$ cat src/rtl/alu_op_sequencer_pkg.sv
// ============================================================================
// alu_op_sequencer_pkg : shared widths, ALU opcodes and sequencer state codes
// Revision: 1.0
// ============================================================================
`timescale 1ns/1ps
`default_nettype none

package alu_op_sequencer_pkg;

  localparam int DATA_W_DEF = 4;
  localparam int ADDR_W_DEF = 2;

  localparam logic [3:0] OP_PASS_A  = 4'd0;
  localparam logic [3:0] OP_INC_A   = 4'd1;
  localparam logic [3:0] OP_ADD     = 4'd2;
  localparam logic [3:0] OP_ADD_INC = 4'd3;
  localparam logic [3:0] OP_ADD_NOTB= 4'd4;
  localparam logic [3:0] OP_SUB     = 4'd5;
  localparam logic [3:0] OP_DEC_A   = 4'd6;
  localparam logic [3:0] OP_PASS_B  = 4'd7;
  localparam logic [3:0] OP_AND     = 4'd8;
  localparam logic [3:0] OP_OR      = 4'd9;
  localparam logic [3:0] OP_XOR     = 4'd10;
  localparam logic [3:0] OP_NOT_A   = 4'd11;
  localparam logic [3:0] OP_SHL1    = 4'd12;
  localparam logic [3:0] OP_SHR1    = 4'd13;
  localparam logic [3:0] OP_CLR     = 4'd14;
  localparam logic [3:0] OP_NOP     = 4'd15;

  typedef enum logic [1:0] {
    ST_IDLE = 2'd0,
    ST_READ = 2'd1,
    ST_EXEC = 2'd2,
    ST_WB   = 2'd3
  } state_e;

endpackage

`default_nettype wire

$ cat src/rtl/alu_op_sequencer_fsm.sv
// ============================================================================
// alu_op_sequencer_fsm : IDLE/READ/EXEC/WB control with handshake and strobes
// Revision: 1.0
// ============================================================================
`timescale 1ns/1ps
`default_nettype none

module alu_op_sequencer_fsm
  import alu_op_sequencer_pkg::*;
(
  input  logic   clk,
  input  logic   rst_n,
  input  logic   instr_valid_i,
  input  logic   is_nop_i,
  output state_e state_o,
  output logic   instr_ready_o,
  output logic   accept_o,
  output logic   rf_we_o,
  output logic   done_o
);

  state_e state_q, state_d;

  always_ff @(posedge clk or negedge rst_n) begin
    if (!rst_n) state_q <= ST_IDLE;
    else        state_q <= state_d;
  end

  always_comb begin
    state_d       = state_q;
    instr_ready_o = 1'b0;
    accept_o      = 1'b0;
    rf_we_o       = 1'b0;
    done_o        = 1'b0;
    unique case (state_q)
      ST_IDLE: begin
        instr_ready_o = 1'b1;
        if (instr_valid_i) begin
          accept_o = 1'b1;
          state_d  = ST_READ;
        end
      end
      // NOP has nothing to compute, so it skips straight to the completion cycle
      ST_READ: state_d = is_nop_i ? ST_WB : ST_EXEC;
      ST_EXEC: state_d = ST_WB;
      ST_WB: begin
        rf_we_o = !is_nop_i;
        done_o  = 1'b1;
        state_d = ST_IDLE;
      end
      default: state_d = ST_IDLE;
    endcase
  end

  assign state_o = state_q;

endmodule

`default_nettype wire

$ cat src/rtl/alu_op_sequencer.sv
// ============================================================================
// alu_op_sequencer : issues one instruction at a time to an external ALU and
//                    writes the result back to the register file
// Revision: 1.0
// ============================================================================
`timescale 1ns/1ps
`default_nettype none

module alu_op_sequencer
  import alu_op_sequencer_pkg::*;
#(
  parameter int DATA_W = DATA_W_DEF,
  parameter int ADDR_W = ADDR_W_DEF
) (
  input  logic              clk,
  input  logic              rst_n,
  input  logic              instr_valid,
  output logic              instr_ready,
  input  logic [3:0]        instr_op,
  input  logic [ADDR_W-1:0] instr_rd,
  input  logic [ADDR_W-1:0] instr_ra,
  input  logic [ADDR_W-1:0] instr_rb,
  output logic [ADDR_W-1:0] rf_ra_addr,
  output logic [ADDR_W-1:0] rf_rb_addr,
  input  logic [DATA_W-1:0] rf_ra_data,
  input  logic [DATA_W-1:0] rf_rb_data,
  output logic [DATA_W-1:0] alu_a,
  output logic [DATA_W-1:0] alu_b,
  output logic [3:0]        alu_op,
  input  logic [DATA_W-1:0] alu_y,
  output logic              rf_we,
  output logic [ADDR_W-1:0] rf_wa,
  output logic [DATA_W-1:0] rf_wd,
  output logic              done,
  output logic [DATA_W-1:0] result,
  output logic              zero
);

  state_e            state;
  logic              accept;
  logic [3:0]        op_q, op_d;
  logic [ADDR_W-1:0] rd_q, rd_d, ra_q, ra_d, rb_q, rb_d;
  logic [DATA_W-1:0] a_q, a_d, b_q, b_d, result_q, result_d;
  logic              zero_q, zero_d;

  alu_op_sequencer_fsm u_fsm (
    .clk           (clk),
    .rst_n         (rst_n),
    .instr_valid_i (instr_valid),
    .is_nop_i      (op_q == OP_NOP),
    .state_o       (state),
    .instr_ready_o (instr_ready),
    .accept_o      (accept),
    .rf_we_o       (rf_we),
    .done_o        (done)
  );

  always_comb begin
    op_d     = op_q;
    rd_d     = rd_q;
    ra_d     = ra_q;
    rb_d     = rb_q;
    a_d      = a_q;
    b_d      = b_q;
    result_d = result_q;
    zero_d   = zero_q;
    if (accept) begin
      op_d = instr_op;
      rd_d = instr_rd;
      ra_d = instr_ra;
      rb_d = instr_rb;
    end
    if (state == ST_READ) begin
      a_d = rf_ra_data;
      b_d = rf_rb_data;
    end
    if (state == ST_EXEC) begin
      result_d = alu_y;
      zero_d   = (alu_y == '0);
    end
  end

  always_ff @(posedge clk or negedge rst_n) begin
    if (!rst_n) begin
      op_q     <= '0;
      rd_q     <= '0;
      ra_q     <= '0;
      rb_q     <= '0;
      a_q      <= '0;
      b_q      <= '0;
      result_q <= '0;
      zero_q   <= 1'b1;
    end else begin
      op_q     <= op_d;
      rd_q     <= rd_d;
      ra_q     <= ra_d;
      rb_q     <= rb_d;
      a_q      <= a_d;
      b_q      <= b_d;
      result_q <= result_d;
      zero_q   <= zero_d;
    end
  end

  assign rf_ra_addr = ra_q;
  assign rf_rb_addr = rb_q;
  assign alu_a      = a_q;
  assign alu_b      = b_q;
  assign alu_op     = op_q;
  assign rf_wa      = rd_q;
  assign rf_wd      = result_q;
  assign result     = result_q;
  assign zero       = zero_q;

endmodule

`default_nettype wire

$ cat config.mk
export PLATFORM = sky130hd
export DESIGN_NAME = alu_op_sequencer
export DESIGN_NICKNAME = d
export VERILOG_FILES = /design/src/rtl/alu_op_sequencer_pkg.sv /design/src/rtl/alu_op_sequencer_fsm.sv /design/src/rtl/alu_op_sequencer.sv
export SDC_FILE = /design/constraint.sdc
export NUM_CORES = 1
export LEC_CHECK = 0
export ABC_CLOCK_PERIOD_IN_PS = 1600
export BUFFER_PORTS_ARGS = -buffer_cell sky130_fd_sc_hd__buf_2
export CAP_MARGIN = 0
export CELL_PAD_IN_SITES_DETAIL_PLACEMENT = 2
export CELL_PAD_IN_SITES_GLOBAL_PLACEMENT = 2
export CORE_MARGIN = 10
export CORE_UTILIZATION = 27
export CTS_CLUSTER_DIAMETER = 100
export CTS_CLUSTER_SIZE = 12
export DETAILED_ROUTE_END_ITERATION = 10
export PLACE_DENSITY = 0.84
export RECOVER_POWER = 50
export REMOVE_ABC_BUFFERS = 1
export SLEW_MARGIN = 0
export SYNTH_ARGS = -nofsm -noshare
export SYNTH_HDL_FRONTEND = slang
export SYNTH_SLANG_ARGS = --single-unit
$ cat constraint.sdc
create_clock -name clk -period 1.6 [get_ports clk]
set_input_delay 0.24 -clock clk [delete_from_list [all_inputs] [get_ports clk]]
set_output_delay 0.24 -clock clk [all_outputs]
set_load 0.01 [all_outputs]
==> impl_results.md <==
* Routability Congestion at 0.6550
* Worst Path Buf+Inv at 2
* NumNets Final at 153
* PortBufs at 54
* GR Util All Layers at 0.09178
* CTS tree: done
* Clock power frac at 0.132
* Slowest stage cell, crit path: dfrtp_1
* CP Class: register to output pin
* Sequential-to-total area share from yosys stat at 0.5964
* Worst R2R Path Depth at 3
* Average size of a mapped cell at 15.23 µm²
* Layout cells sized above 1 at 0.5610
* Synth cell types at 16
* Final Max Tran Viols at 0
* Area leader, netlist: dfrtp_1
* Total stage count of the critical path at 3
* Mapped Area at 0.001051 mm²
* Final wirelength at 2897 µm
* Ys flop type: dfrtp_1
* Setup TNS at 0 ns
* Non-Filler Instances at 171
* Required time of the critical path at 1.36 ns
* Sw frac at 0.3720
* Cells after Synth at 69
* Slowest cell delay on critical path at 0.44 ns
* Worst-Skew Late Latency at 0.27 ns
* Final hold violation count at 0
* Die span in y at 82.39 µm
* Full die area at 0.006788 mm²
* Final number of setup-violating endpoints at 0
* TritonRoute pass-1 iters at 2
* P_int at 1.778 mW
* Max Freq at 680.5 MHz
* Final worst path period need at 1.469 ns
* Worst R2R Setup Slack at 0.14 ns
* Final ANT Viol Nets at 0
* Core area at 0.003716 mm²
* Net switching power at 1.053 mW
* Filler Cells Inserted at 420
* Post-synth top area share at 0.5714
* Root buf cell: clkbuf_8
* Maximum buffer depth of the clock tree at 2
* Hold Path Class: primary input to register
* Status: completed
* Fin crit share at 0.9184
* CP max FO at 6
* Dpl cells at 166
* CTS clk-pin slew, worst paths at 0.09 ns
* Vias post-DR at 757
* # clock sinks at 25
* Vias in the first global route at 937
* Num rows at 22
* Max Cap Viol at 0
* Most frequent cells after synthesis: dfrtp_1 (24), mux2_2 (24), buf_4 (4), ha_1 (4), inv_1 (2)
* Post-synth ARST share at 1.000
* Htree depth at 1
* DRC viols at 0
* Ant diodes at 0
* Max Clock Skew at 0.005631 ns
* Peak supply drop at 697.8 µV
* Iter 0 DRT Violations at 18
* Via/cell ratio at 4.427
* WL/cell at 16.94 µm
* Crit path cell chain: inv_1 > ha_2 > buf_2
* Power Dens Cells at 2044 mW/mm²
* Worst-Margin Slew at 0.6265 ns
* Sequential power share at 0.412
* Starting Density at 0.2828
* First-pass GRT wire length at 4788 µm
* TritonCTS buffer count at 3
* Yosys warning total at 0
* Top Ports at 55
* Worst R2R End: alu_a[3]
* Comb pwr share at 0.457
* Delay-heaviest family, CP: flip-flops
* Antenna violations before repair at 0
* Worst Setup End Kind: output pin
* Remaining Overflow, GRT at 0
* Worst R2R Start: u_fsm.state_o[1]
* Largest net degree at the start of global routing at 26
* Post-DP HPWL at 2421 µm
* Leakage power at 0.6501 nW
* RSZ-0062 raised after global routing: false
* Leading post-synthesis cells by cell area: dfrtp_1 (57%), mux2_2 (26%), ha_1 (4.8%)
* Die Width at 82.39 µm
* Area grow syn2layout at 31.79%
* Setup crit start: u_fsm.state_o[0]
* WP data arrival at 1.23 ns
* #FFs+latches synth at 25
* Critical Path Sink: instr_ready
* WHS at 0.1958 ns
* Worst setup SP type: register
* Max_slew headroom at 0.5824
* Post-synth EDFFs at 0
[power by group through the flow]
| stage | Combinational [mW] | Sequential [mW] | Clock [mW] |
|---|---|---|---|
| 2_1_floorplan | 0.608 | 1.32 | 0 |
| 3_3_place_gp | 1.33 | 1.14 | 0 |
| 3_5_place_dp | 1.39 | 1.18 | 0 |
| 4_1_cts | 1.39 | 1.17 | 0.391 |
| 5_1_grt | 1.45 | 1.23 | 0.422 |
| 6_report | 1.29 | 1.17 | 0.373 |
[cell families after synthesis]
logic type | count (synthesis) | synth area share
fa+ha+maj | 4 | 0.04762
mux | 24 | 0.2571
flops | 25 | 0.5964
compound gates | 2 | 0.01190
simple gates | 7 | 0.04644
buf+inv | 7 | 0.04048
[stage by stage]
stage	util	area, µm²	power (mW)	setup WS (ns)
2_1_floorplan	-	1016	1.930	0.2594
3_3_place_gp	0.3623	1346	2.467	0.2041
3_5_place_dp	0.3623	1346	2.566	0.1249
4_1_cts	0.3771	1401	2.951	0.02871
5_1_grt	0.3727	1385	3.095	0.01115
6_report	0.3727	1385	2.831	0.1305
[worst min-delay path by stage]
stage	slack [ns]	start	cells after the start	end
after global routing	0.19	instr_rd[0]	2	rf_wa[0]
after floorplan	-0.06	rst_n	0	alu_a[0]
after CTS	0.19	instr_rd[0]	2	rf_wa[0]
final	0.20	rf_rb_data[1]	2	alu_b[1]
after detailed placement	0.27	rst_n	1	rf_wa[0]
after global placement	0.25	rst_n	1	alu_b[1]
[flip-flops by register name, indices dropped and copies added (netlist names)]
name and cells:
alu_a 4, alu_b 4, alu_op 4, result 4, rf_ra_addr 2, rf_rb_addr 2
rf_wa 2, u_fsm.state_o 2, zero 1
[worst reg2reg max path, cell delays in order, from the launching register on]
cell,delay (ns)
dfrtp_1,0.43
inv_1,0.11
ha_1,0.42
mux2_2,0.39
[placed cells by master, fill, tap and decap left out, drive strengths merged]
master	netlist	layout
or3b	1	1
nand4	1	1
and2	1	1
mux2	24	24
dlygate4sd3	0	1
inv	2	2
ha	4	4
dfstp	1	1
nor4	1	1
buf	5	38
nand2b	1	1
clkbuf	0	20
o211ai	1	1
o21ai	1	1
nand2	2	2
dfrtp	24	24
[metal layers]
layer / global-route usage / part of all wire / wire length (µm) / up-vias
li1: - / - / - / 348
met1: 0.09427 / 0.38 / 1102 / 371
met2: 0.1617 / 0.52 / 1493 / 36
met3: 0.04212 / 0.10 / 292 / 2
met4: 0.03061 / 0.0028 / 8 / 0
met5: 0 / 0 / 0 / -
[layout make-up]
type | instances | area, µm² | share of cell area
timing repair buffer | 55 | 261.5 | 0.1888
clock buffer | 4 | 45.04 | 0.03252
tap | 48 | 60.06 | 0.04336
inverter | 2 | 7.507 | 0.005420
sequential | 25 | 626.9 | 0.4526
multi-input combinational | 37 | 384.1 | 0.2773
[what timing repair did]
item,CTS,global route
gates resized for setup,0,1
hold buffers,1,0
buffers inserted,0,0
setup endpoints to repair,0,1
endpoints found under the hold margin,24,0
(Power assumes the default switching activity.)
